[config.mk]
export PLATFORM = sky130hd
export DESIGN_NAME = posit_decoder_pipe
export DESIGN_NICKNAME = d
export VERILOG_FILES = /design/src/rtl/posit_decoder_pipe.sv
export SDC_FILE = /design/constraint.sdc
export NUM_CORES = 1
export LEC_CHECK = 0
export CAP_MARGIN = 25
export CELL_PAD_IN_SITES_DETAIL_PLACEMENT = 0
export CELL_PAD_IN_SITES_GLOBAL_PLACEMENT = 1
export CORE_MARGIN = 3
export CORE_UTILIZATION = 50
export CTS_CLUSTER_DIAMETER = 100
export DETAILED_ROUTE_END_ITERATION = 8
export GPL_ROUTABILITY_DRIVEN = 0
export GPL_TIMING_DRIVEN = 0
export PLACE_DENSITY_LB_ADDON = 0.1
export RECOVER_POWER = 100
export SYNTH_ARGS = -nofsm -noshare
export SYNTH_HDL_FRONTEND = slang
export SYNTH_SLANG_ARGS = --single-unit
[constraint.sdc]
create_clock -name clk -period 7.15 [get_ports clk]
set_clock_uncertainty 0.1 [all_clocks]
set_input_delay 1.0725 -clock clk [delete_from_list [all_inputs] [get_ports clk]]
set_output_delay 1.0725 -clock clk [all_outputs]
set_load 0.02 [all_outputs]
[src/rtl/posit_decoder_pipe.sv]
// Three-stage pipelined posit<N,ES> field decoder with valid/ready flow control.
// Splits a raw posit into sign, signed regime k, exponent and fraction, and flags zero/NaR.
module posit_decoder_pipe #(
    parameter int N     = 32,
    parameter int ES    = 2,
    parameter int TAG_W = 4,
    localparam int RS   = $clog2(N) + 1,
    localparam int FS   = N - 3 - ES,
    localparam int EW   = (ES > 0) ? ES : 1
) (
    input  logic                 clk,
    input  logic                 rst,
    input  logic                 in_valid,
    output logic                 in_ready,
    input  logic [N-1:0]         in_posit,
    input  logic [TAG_W-1:0]     in_tag,
    output logic                 out_valid,
    input  logic                 out_ready,
    output logic                 out_sign,
    output logic signed [RS-1:0] out_regime,
    output logic [EW-1:0]        out_expo,
    output logic [FS-1:0]        out_frac,
    output logic                 out_zero,
    output logic                 out_nar,
    output logic [TAG_W-1:0]     out_tag
);
    localparam int BW = N - 1;   // body: everything below the sign bit
    localparam int RW = BW - 2;  // body bits left after the shortest run and its terminator

    function automatic logic [BW-1:0] twos_neg(input logic [BW-1:0] x);
        return ~x + {{(BW-1){1'b0}}, 1'b1};
    endfunction

    // Length of the leading run of bits equal to the body MSB, saturating at BW.
    function automatic logic [RS-1:0] run_len(input logic [BW-1:0] b);
        logic [RS-1:0] m;
        logic          done;
        m    = RS'(BW);
        done = 1'b0;
        for (int i = BW - 1; i >= 0; i--) begin
            if (!done && (b[i] != b[BW-1])) begin
                m    = RS'(BW - 1 - i);
                done = 1'b1;
            end
        end
        return m;
    endfunction

    logic vld_p1, vld_p2, vld_p3;
    logic ld_p1, ld_p2, ld_p3, out_xfer;

    always_comb begin
        out_xfer = vld_p3 & out_ready;
        ld_p3    = vld_p2 & (~vld_p3 | out_xfer);
        ld_p2    = vld_p1 & (~vld_p2 | ld_p3);
        in_ready = ~rst & (~vld_p1 | ld_p2);
        ld_p1    = in_valid & in_ready;
    end

    always_ff @(posedge clk) begin
        if (rst) begin
            vld_p1 <= 1'b0;
            vld_p2 <= 1'b0;
            vld_p3 <= 1'b0;
        end else begin
            vld_p1 <= ld_p1 | (vld_p1 & ~ld_p2);
            vld_p2 <= ld_p2 | (vld_p2 & ~ld_p3);
            vld_p3 <= ld_p3 | (vld_p3 & ~out_xfer);
        end
    end

    // ---- Stage 1: capture word, negate body of negative posits
    logic [N-1:0]     word_p1;
    logic [TAG_W-1:0] tag_p1;
    logic             sign_p1;
    logic [BW-1:0]    body_p1;

    always_ff @(posedge clk) begin
        if (ld_p1) begin
            word_p1 <= in_posit;
            tag_p1  <= in_tag;
            sign_p1 <= in_posit[N-1];
            body_p1 <= in_posit[N-1] ? twos_neg(in_posit[N-2:0]) : in_posit[N-2:0];
        end
    end

    // ---- Stage 2: regime run length, polarity and special-value flags
    logic             zero_c, nar_c;
    logic [TAG_W-1:0] tag_p2;
    logic             sign_p2, pol_p2, zero_p2, nar_p2;
    logic [RS-1:0]    m_p2;
    logic [RW-1:0]    rest_p2;

    always_comb begin
        zero_c = (word_p1 == '0);
        nar_c  = (word_p1 == {1'b1, {BW{1'b0}}});
    end

    always_ff @(posedge clk) begin
        if (ld_p2) begin
            tag_p2  <= tag_p1;
            sign_p2 <= sign_p1;
            pol_p2  <= body_p1[BW-1];
            m_p2    <= run_len(body_p1);
            rest_p2 <= body_p1[RW-1:0];
            zero_p2 <= zero_c;
            nar_p2  <= nar_c;
        end
    end

    // ---- Stage 3: regime value, exponent/fraction extraction
    logic [RW-1:0]         sh_c;
    logic [EW-1:0]         expo_raw;
    logic signed [RS-1:0]  regime_c;
    logic [EW-1:0]         expo_c;
    logic [FS-1:0]         frac_c;

    // rest_p2 already excludes one run bit and one terminator, so only m-1 more remain.
    assign sh_c = rest_p2 << (m_p2 - RS'(1));

    if (ES > 0) begin : g_expo
        assign expo_raw = sh_c[RW-1 -: EW];
    end else begin : g_no_expo
        assign expo_raw = '0;
    end

    always_comb begin
        regime_c = pol_p2 ? $signed(m_p2 - RS'(1)) : -$signed(m_p2);
        expo_c   = expo_raw;
        frac_c   = sh_c[FS-1:0];
        if (zero_p2 || nar_p2) begin
            regime_c = '0;
            expo_c   = '0;
            frac_c   = '0;
        end
    end

    logic [TAG_W-1:0]     tag_p3;
    logic                 sign_p3, zero_p3, nar_p3;
    logic signed [RS-1:0] regime_p3;
    logic [EW-1:0]        expo_p3;
    logic [FS-1:0]        frac_p3;

    always_ff @(posedge clk) begin
        if (ld_p3) begin
            tag_p3    <= tag_p2;
            sign_p3   <= sign_p2;
            regime_p3 <= regime_c;
            expo_p3   <= expo_c;
            frac_p3   <= frac_c;
            zero_p3   <= zero_p2;
            nar_p3    <= nar_p2;
        end
    end

    // Data ports are masked by valid so they read 0 before any result exists.
    always_comb begin
        out_valid  = vld_p3;
        out_sign   = vld_p3 & sign_p3;
        out_regime = vld_p3 ? regime_p3 : '0;
        out_expo   = vld_p3 ? expo_p3 : '0;
        out_frac   = vld_p3 ? frac_p3 : '0;
        out_zero   = vld_p3 & zero_p3;
        out_nar    = vld_p3 & nar_p3;
        out_tag    = vld_p3 ? tag_p3 : '0;
    end

endmodule
=== Word-level counts from Yosys, hierarchy flattened ===
Index checks and enable logic that the tools add are counted.

* Register bits: 156
* Bits of input ports: 40
* Output and inout port bits: 44
* Word-level logic and storage cells: 245

* $add $sub $neg: 3
* Eq/ne operators: 31
* Shift operators: 1
* Muxes and demuxes: 94
* Bitwise operators: 25
* Reduce and logical (&&, ||, !) cells: 66

{| class="wikitable"
|+ Operators by type and width
! operator !! count
|-
| $mux W5 || 15
|-
| $mux W1 || 59
|-
| $mux W4 || 9
|-
| $eq A32 B32 Y1 const B || 1
|-
| $logic_not A32 Y1 || 1
|-
| $add A31 B1 Y31 const B || 1
|-
| $mux W31 || 1
|-
| $not A31 Y31 || 1
|-
| $logic_and A1 B1 Y1 || 30
|-
| $logic_not A1 Y1 || 30
|-
| $ne A1 B1 Y1 || 30
|-
| $reduce_or A29 Y1 || 1
|-
| $shl A29 B6 Y29 || 1
|-
| $mux W27 || 1
|-
| $reduce_or A15 Y1 || 1
|-
| $mux W3 || 4
|-
| $mux W6 || 2
|-
| $and A1 B1 Y1 || 11
|-
| $not A1 Y1 || 7
|-
| $reduce_or A7 Y1 || 1
|-
| $mux W2 || 3
|-
| $neg A6 Y6 || 1
|-
| $or A1 B1 Y1 || 6
|-
| $sub A6 B1 Y6 const B || 1
|-
| other kinds (2) || 2
|}

=== Longest topological paths before layout ===
Gate-level depths: netlist of the first run.

* Depth after elaboration: 125
* Mapped depth: 14
* Mapped depth without buffers: 8

=== Worst setup path before layout of the first run ===
OpenSTA, ideal clock, no wires.

* Path type: input to register
* Start point: in out_ready
* End point: reg body_p1[10], enable pin
* Setup time: 0.431 ns
* Arrival: 3.347 ns
* Required time: 6.619 ns
* Path slack: 3.272 ns
* Stages: 4
* Path buffers: 0
* Cell sequence: nor2b_1 > and2_1 > a21oi_1 > and2_1

* Word-level cells in the longest chain between the ends: 8

{| class="wikitable"
|+ RTL lines
! element !! line !! source
|-
| from (decl) || 18 || <nowiki>input logic out_ready,</nowiki>
|-
| $and A1 B1 Y1 || 53 || <nowiki>out_xfer = vld_p3 & out_ready;</nowiki>
|-
| $or A1 B1 Y1 || 54 || <nowiki>ld_p3 = vld_p2 & (~vld_p3 | out_xfer);</nowiki>
|-
| $and A1 B1 Y1 || 54 ||
|-
| $or A1 B1 Y1 || 55 || <nowiki>ld_p2 = vld_p1 & (~vld_p2 | ld_p3);</nowiki>
|-
| $and A1 B1 Y1 || 55 ||
|-
| $or A1 B1 Y1 || 56 || <nowiki>in_ready = ~rst & (~vld_p1 | ld_p2);</nowiki>
|-
| $and A1 B1 Y1 || 56 ||
|-
| via in_ready || 14 || <nowiki>output logic in_ready,</nowiki>
|-
| $and A1 B1 Y1 || 57 || <nowiki>ld_p1 = in_valid & in_ready;</nowiki>
|-
| via ld_p1 || 50 || <nowiki>logic ld_p1, ld_p2, ld_p3, out_xfer;</nowiki>
|-
| to (signal assigned) || 83 || <nowiki>body_p1 <= in_posit[N-1] ? twos_neg(in_posit[N-2:0]) : in_posit[N-2:0];</nowiki>
|-
| to (decl) || 76 || <nowiki>logic [BW-1:0] body_p1;</nowiki>
|}

The timed path passes the listed nets, and every way through them passes these cells.
A chain may end at the register's enable or synchronous reset.

=== Final worst setup path of the first run ===
* Start point: reg m_p2[0]
* End point: reg expo_p3[1] (data pin)

* Word-level cells in the longest chain between the ends: 2

{| class="wikitable"
|+ RTL lines
! element !! line !! source
|-
| from (decl) || 91 || <nowiki>logic [RS-1:0] m_p2;</nowiki>
|-
| from (signal assigned) || 104 || <nowiki>m_p2 <= run_len(body_p1);</nowiki>
|-
| $sub A6 B1 Y6 || 119 || <nowiki>assign sh_c = rest_p2 << (m_p2 - RS'(1));</nowiki>
|-
| $shl A29 B6 Y29 || 119 ||
|-
| to (signal assigned) || 149 || <nowiki>expo_p3 <= expo_c;</nowiki>
|-
| to (decl) || 141 || <nowiki>logic [EW-1:0] expo_p3;</nowiki>
|}

Every way passes these cells.

==> results of run 1 <==
-- flip-flops by register name (all words and copies together), names as in the netlist, 2 cells and up --
| register | count |
|---|---|
| frac_p3 | 27 |
| rest_p2 | 29 |
| tag_p3 | 4 |
| m_p2 | 5 |
| tag_p2 | 4 |
| body_p1 | 30 |
| word_p1 | 32 |
| tag_p1 | 4 |
| expo_p3 | 2 |
| regime_p3 | 6 |
-- layout by cell type, fill, tap and decap left out, types with 12 or more instances in the layout --
cell type	count
mux2i_1	34
dlygate4sd3_1	81
o31ai_1	12
nor4_1	13
nand2_1	61
nand3_1	14
xnor2_1	37
a211oi_1	13
nor2_1	63
o21ai_0	22
and2_1	44
inv_1	13
nor3_1	18
edfxtp_1	150
clkbuf_16	17
a21oi_1	23
clkbuf_1	37
-- final timing paths --
kind | slack, ns | start | cells past startpoint | endpoint
max | 1.84 | m_p2[0]$_SDFFCE_PP0P_ | 12 | expo_p3[1]$_SDFFCE_PP0P_
min | 0.33 | tag_p1[0]$_DFFE_PP_ | 0 | tag_p2[0]$_DFFE_PP_
max reg2reg | 1.84 | m_p2[0]$_SDFFCE_PP0P_ | 12 | expo_p3[1]$_SDFFCE_PP0P_
min reg2reg | 0.33 | tag_p1[0]$_DFFE_PP_ | 0 | tag_p2[0]$_DFFE_PP_
-- cells by family after synthesis --
kind of cell    Yosys count  synth area share
xor+xnor                 41            0.0450
simple gates            270             0.176
fa+ha+maj                 2           0.00314
flops                   153             0.572
buf+inv                  49            0.0237
compound gates          112            0.0998
mux                      50            0.0808
-- per-stage QoR --
stage | hold WS [ns] | util
after floorplan | 0.300 | -
after global placement | 0.301 | 0.588
after detailed placement | 0.314 | 0.593
after CTS | 0.325 | 0.631
after global routing | 0.326 | 0.623
final | 0.327 | 0.623
-- per-layer routing --
layer / track usage / wire length, um
met3: 0.0424 / 736
met4: 0.0947 / 669
met2: 0.346 / 8740
met1: 0.241 / 7060
met5: 0 / 0
-- power groups by stage --
stage / Clock, mW / Combinational, mW / Sequential, mW
floorplan: 0 / 0.212 / 1.09
global placement: 0 / 0.307 / 1.10
detailed placement: 0 / 0.316 / 1.10
CTS: 0.906 / 0.317 / 1.08
global route: 0.946 / 0.336 / 1.09
finish: 0.888 / 0.306 / 1.08
-- layout make-up --
type / instances / area [um2]
Multi-Input combinational cell: 475 / 3170
Buffer: 35 / 131
Inverter: 14 / 52.6
Tap cell: 211 / 264
Timing Repair Buffer: 86 / 842
Sequential cell: 153 / 4560
Clock buffer: 19 / 433
Fill cell: 1271 / 5820
Clock inverter: 13 / 154
-- worst max-delay path: cells and delay by family (launching register included) --
| kind | cells | cell delay (ns) |
|---|---|---|
| fa+ha+maj | 1 | 0.38 |
| simple gates | 1 | 0.37 |
| flops | 1 | 0.32 |
| compound gates | 3 | 0.94 |
| buf+inv | 7 | 3.04 |
-- cells in the mapped netlist, types with 6 or more instances --
master    number
a211oi_1      13
a21oi_1       23
and2_1        46
and3_1         6
clkbuf_1      26
edfxtp_1     150
inv_1         13
mux2i_1       34
mux4_2        11
nand2_1       61
nand3_1       14
nand4_1       11
nor2_1        63
nor3_1        18
nor4_1        12
o21ai_0       20
o22ai_1        6
o31ai_1       12
or3_1          6
xnor2_1       37
==> summary.txt, run 1 <==
Run status
  • Status: finished, violations left
  • Violated checks: design-rule violations, max-capacitance violations, max-slew violations

Final layout
  • Final-stage net count: 824
  • Final cell count without fillers: 1006
  • Area growth syn-to-layout: 20.4%
  • Layout cell share with drive strength beyond 1: 0.0629
  • Final non-filler cell area: 9610 um2
  • Number of diodes: 0

STA
  • Worst setup margin: 1.84 ns
  • Final count of hold timing violations: 0
  • Final min period: 5.31 ns
  • Setup TNS Final: 0 ns
  • Max-Slew Margin vs Limit: -0.559
  • Fin crit share: 0.743
  • Worst Tran Pin Value: 2.34 ns
  • RSZ-0062 raised after global routing: no
  • Final Slew Violations: 125
  • Fmax: 0.188 GHz
  • Final setup vio count: 0

Global route
  • GRT Total Usage: 0.200
  • Initial antenna violation count: 0
  • Grt total ovfl: 0
  • Largest net degree at the start of global routing: 46
  • Vias in the first global route: 5343
  • First-pass GRT wire length: 27700 um

Critical path
  • Worst EP required: 7.32 ns
  • Most used cell, CP: clkbuf_1
  • Crit-path max FO: 10
  • Worst Path Arrival: 5.48 ns
  • CP Launch Type: flop
  • Element type at the critical path end: flop
  • Critical Path Max Stage Delay: 0.59 ns
  • Crit-path cells: clkbuf_1 -> clkbuf_1 -> clkinv_1 -> clkbuf_1 -> ha_1 -> clkbuf_1 -> clkbuf_1 -> clkbuf_1 -> nand3_1 -> o21ai_0 -> o211ai_1 -> a21oi_1
  • CP max stage cell: o21ai_0
  • CP Class: flop to flop

Place
  • Placed cell areas: 9150 um2
  • Placed insts: 974
  • Port bufs: 83
  • HPWL Detailed: 13200 um
  • Pre-CTS worst setup slack: 2.70 ns

Clock tree
  • Post-CTS Setup Repair Bufs: 0
  • Clock Sinks: 153
  • Clk root buf: clkbuf_16
  • Clock tree buffer depth: 2
  • CTS tree: done
  • Hold_buf cts: 0
  • TritonCTS buffer count: 17
  • Clk Latency, worst-skew pair: 0.42 ns
  • CTS HTree Levels: 4
  • Post-CTS Resized: 0
  • Worst-path clk slew: 0.06 ns

Yosys
  • Unique masters post-synth: 60
  • Syn Area/Cell: 11.8 um2
  • Main synth FF type: edfxtp_1
  • Synth top area share: 0.565
  • Warnings from Yosys: 0
  • Synthesized area: 7980 um2
  • Synth top area cells: edfxtp_1, mux2i_1, xnor2_1
  • Number of flops mapped to enable cells by yosys: 150
  • Async set-reset flop share out of synthesis: 0
  • Synth Net Count: 719
  • Register bit total from synthesis: 153
  • Largest area contributor in the netlist: edfxtp_1
  • Sequential area share after synthesis: 0.572
  • Post-synthesis cell count: 677

Power
  • Reg power frac: 0.475
  • Total Power: 2.28 mW
  • Psw: 562 uW
  • Combinational fraction of design power: 0.134
  • Leak: 3.35 nW
  • VDD IR max: 0.162 mV
  • P_int: 1.71 mW
  • Power Dens Cells: 237 nW/um2
  • Clk pwr share: 0.390
  • Net switching fraction of the power: 0.247

Die
  • Die H: 132 um
  • Row cnt: 45
  • Starting Density: 0.517
  • Top-Level Pins: 84
  • Chip width: 132 um
  • Core area: 15400 um2
  • Die area: 17500 um2

Routing
  • Via count: 5718
  • Number of DRC markers in iteration 0: 435
  • Drt first pass iters: 8
  • Residual DRC: 1
  • Routed length per instance: 17.1 um
  • DRT antenna net count: 0
  • DR vias/cell: 5.68
  • DRT Wirelength: 17200 um

Min path
  • Worst hold path class: flop to flop

Job
  • Max Cap Violations: 3
No activity file was read; power rests on OpenSTA's default activity.
==> run 2: changes to the inputs <==
--- a/config.mk
+++ b/config.mk
@@ -9,7 +9,7 @@
 export CELL_PAD_IN_SITES_DETAIL_PLACEMENT = 0
 export CELL_PAD_IN_SITES_GLOBAL_PLACEMENT = 1
 export CORE_MARGIN = 3
-export CORE_UTILIZATION = 50
+export CORE_UTILIZATION = 46
 export CTS_CLUSTER_DIAMETER = 100
 export DETAILED_ROUTE_END_ITERATION = 8
 export GPL_ROUTABILITY_DRIVEN = 0
==> constraint.sdc (replaced) <==
create_clock -name clk -period 5.3 [get_ports clk]
set_clock_uncertainty 0.1 [all_clocks]
set_input_delay 0.795 -clock clk [delete_from_list [all_inputs] [get_ports clk]]
set_output_delay 0.795 -clock clk [all_outputs]
set_load 0.02 [all_outputs]
==> summary.txt, run 2 (same netlist as run 1, synthesis figures left out) <==
Critical path
  • CP Class: flop to flop
  • CP Launch Type: flop
  • Worst r2r src: m_p2[0]$_SDFFCE_PP0P_
  • Crit path launch: m_p2[0]$_SDFFCE_PP0P_
  • Element type at the critical path end: flop
  • Crit-path max FO: 10 (unchanged)
  • Worst EP required: 5.37 ns (-1.95 ns)
  • Worst Path Arrival: 4.74 ns (-0.74 ns)

Die
  • Top-Level Pins: 84 (unchanged)
  • Die H: 138 um (+4.1%)
  • Chip width: 138 um (+4.1%)
  • Row cnt: 47 (+4.4%)
  • Core area: 16800 um2 (+8.6%)
  • Die area: 19000 um2 (+8.3%)
  • Starting Density: 0.476 (-0.0411)

Final layout
  • Biggest register: word_p1
  • Top Registers: word_p1 x32, body_p1 x30, rest_p2 x29
  • Commonest non-fill, non-tap cell in the layout: edfxtp_1
  • Layout cell share with drive strength beyond 1: 0.0692 (+0.00629)
  • Max FFs per register: 32 (unchanged)
  • Final-stage net count: 824 (unchanged)
  • Most frequent cells in the layout: edfxtp_1, dlygate4sd3_1, nor2_1
  • Number of diodes: 0 (unchanged)
  • Final cell count without fillers: 1015 (+0.89%)
  • Fillers: 1409 (+11%)
  • Area growth syn-to-layout: 19.7%

Global route
  • GRT Total Usage: 0.186 (-0.0140)
  • Vias in the first global route: 5468 (+2.3%)
  • Largest net degree at the start of global routing: 43 (-6.5%)
  • Grt total ovfl: 0 (unchanged)
  • First-pass GRT wire length: 27100 um (-2.4%)
  • Initial antenna violation count: 0 (unchanged)

STA
  • RSZ-0062 raised after global routing: no
  • Final min period: 4.67 ns (-0.639 ns)
  • Final Slew Violations: 106 (-15%)
  • Max-Slew Margin vs Limit: -0.277 (+0.282)
  • Worst Tran Pin Value: 1.92 ns (-0.423 ns)
  • Setup TNS Final: 0 ns (unchanged)
  • Worst setup margin: 0.630 ns (-1.21 ns)
  • Hold slack: 0.318 ns (-0.00947 ns)
  • Final count of hold timing violations: 0 (unchanged)
  • Final setup vio count: 0 (unchanged)
  • Fmax: 0.214 GHz (+14%)
  • Fin crit share: 0.881 (+0.139)

Routing
  • DR vias/cell: 5.48 (-3.6%)
  • DRT antenna net count: 0 (unchanged)
  • Routed length per instance: 16.6 um (-2.9%)
  • Drt first pass iters: 5 (-3)
  • DRT Wirelength: 16900 um (-2.1%)
  • Via count: 5564 (-2.7%)
  • Number of DRC markers in iteration 0: 377 (-13%)
  • Residual DRC: 0 (-1)

Job
  • Max Cap Violations: 3 (unchanged)

Clock tree
  • Clk Latency, worst-skew pair: 0.41 ns (about the same)
  • Post-CTS Resized: 0 (unchanged)
  • TritonCTS buffer count: 17 (unchanged)
  • Clock Sinks: 153 (unchanged)
  • CTS HTree Levels: 4 (unchanged)
  • CTS tree: done
  • Clock tree buffer depth: 2 (unchanged)
  • Hold_buf cts: 0 (unchanged)
  • Clk root buf: clkbuf_16
  • Worst-path clk slew: 0.06 ns (about the same)
  • Post-CTS Setup Repair Bufs: 0 (unchanged)

Power
  • P_int: 2.17 mW (+27%)
  • Psw: 765 uW (+36%)
  • Leak: 3.32 nW (-0.82%)
  • Power Dens Cells: 308 nW/um2 (+30%)
  • Combinational fraction of design power: 0.139 (+0.005)
  • VDD IR max: 0.212 mV (+31%)
  • Clk pwr share: 0.365 (-0.025)
  • Net switching fraction of the power: 0.260 (+0.0134)
  • Reg power frac: 0.496 (+0.021)

Place
  • Placed insts: 983 (+0.92%)
  • Pre-CTS worst setup slack: 0.830 ns (-1.87 ns)
  • HPWL Detailed: 13200 um (-0.29%)
  • Port bufs: 83 (unchanged)

Min path
  • Hold Startpoint: tag_p2[2]$_DFFE_PP_
  • Worst hold path class: flop to flop

Run status
  • Status: finished, violations left
  • Violated checks: max-capacitance violations, max-slew violations
-- run 2: power by group through the flow --
stage | clock network [mW] | logic, mW | registers (mW)
finish | 1.07 | 0.410 | 1.46
floorplan | 0 | 0.286 | 1.47
CTS | 1.10 | 0.427 | 1.45
global route | 1.16 | 0.450 | 1.46
detailed placement | 0 | 0.426 | 1.48
global placement | 0 | 0.416 | 1.48
-- run 2: metrics by stage --
step                utilization  total power [mW]  instance area [um2]
floorplan                     -              1.75                 7980
global placement          0.542              1.90                 9080
detailed placement        0.547              1.91                 9160
CTS                       0.578              2.98                 9690
global route              0.570              3.07                 9550
finish                    0.570              2.94                 9550
-- run 2: final cells by class --
class                      count  area [um2]  area share
clock inverter                14         100      0.0105
multi-input combinational    475        3150       0.330
sequential                   153        4560       0.478
tap                          220         275      0.0288
buffer                        35         135      0.0141
inverter                      14        52.6     0.00550
timing repair buffer          86         843      0.0883
clock buffer                  18         429      0.0449
-- run 2: routing by layer --
layer	track usage	routed length [um]	vias up	part of all wire
met5	0	0	-	0
met4	0.0939	599	0	0.036
met3	0.0354	697	37	0.041
met2	0.329	8590	155	0.51
met1	0.216	6960	2592	0.41
li1	-	-	2780	-
-- run 2: final timing paths --
| kind | end | slack (ns) | cells after the start |
|---|---|---|---|
| worst min register to register | tag_p3[2]$_DFFE_PP_ | 0.32 | 0 |
| worst max register to register | frac_p3[7]$_SDFFCE_PP0P_ | 0.63 | 11 |
| worst max-delay path | frac_p3[7]$_SDFFCE_PP0P_ | 0.63 | 11 |
| worst min-delay path | tag_p3[2]$_DFFE_PP_ | 0.32 | 0 |
-- run 2: critical path, cell delays in order, from the launching register on --
cell	delay (ns)
edfxtp_1	0.31
clkbuf_1	0.32
buf_2	0.34
clkinv_1	0.31
clkbuf_1	0.36
ha_1	0.37
clkbuf_1	0.26
clkbuf_1	0.57
mux2_1	0.41
o21ai_0	0.54
o21ai_0	0.29
and3_1	0.23
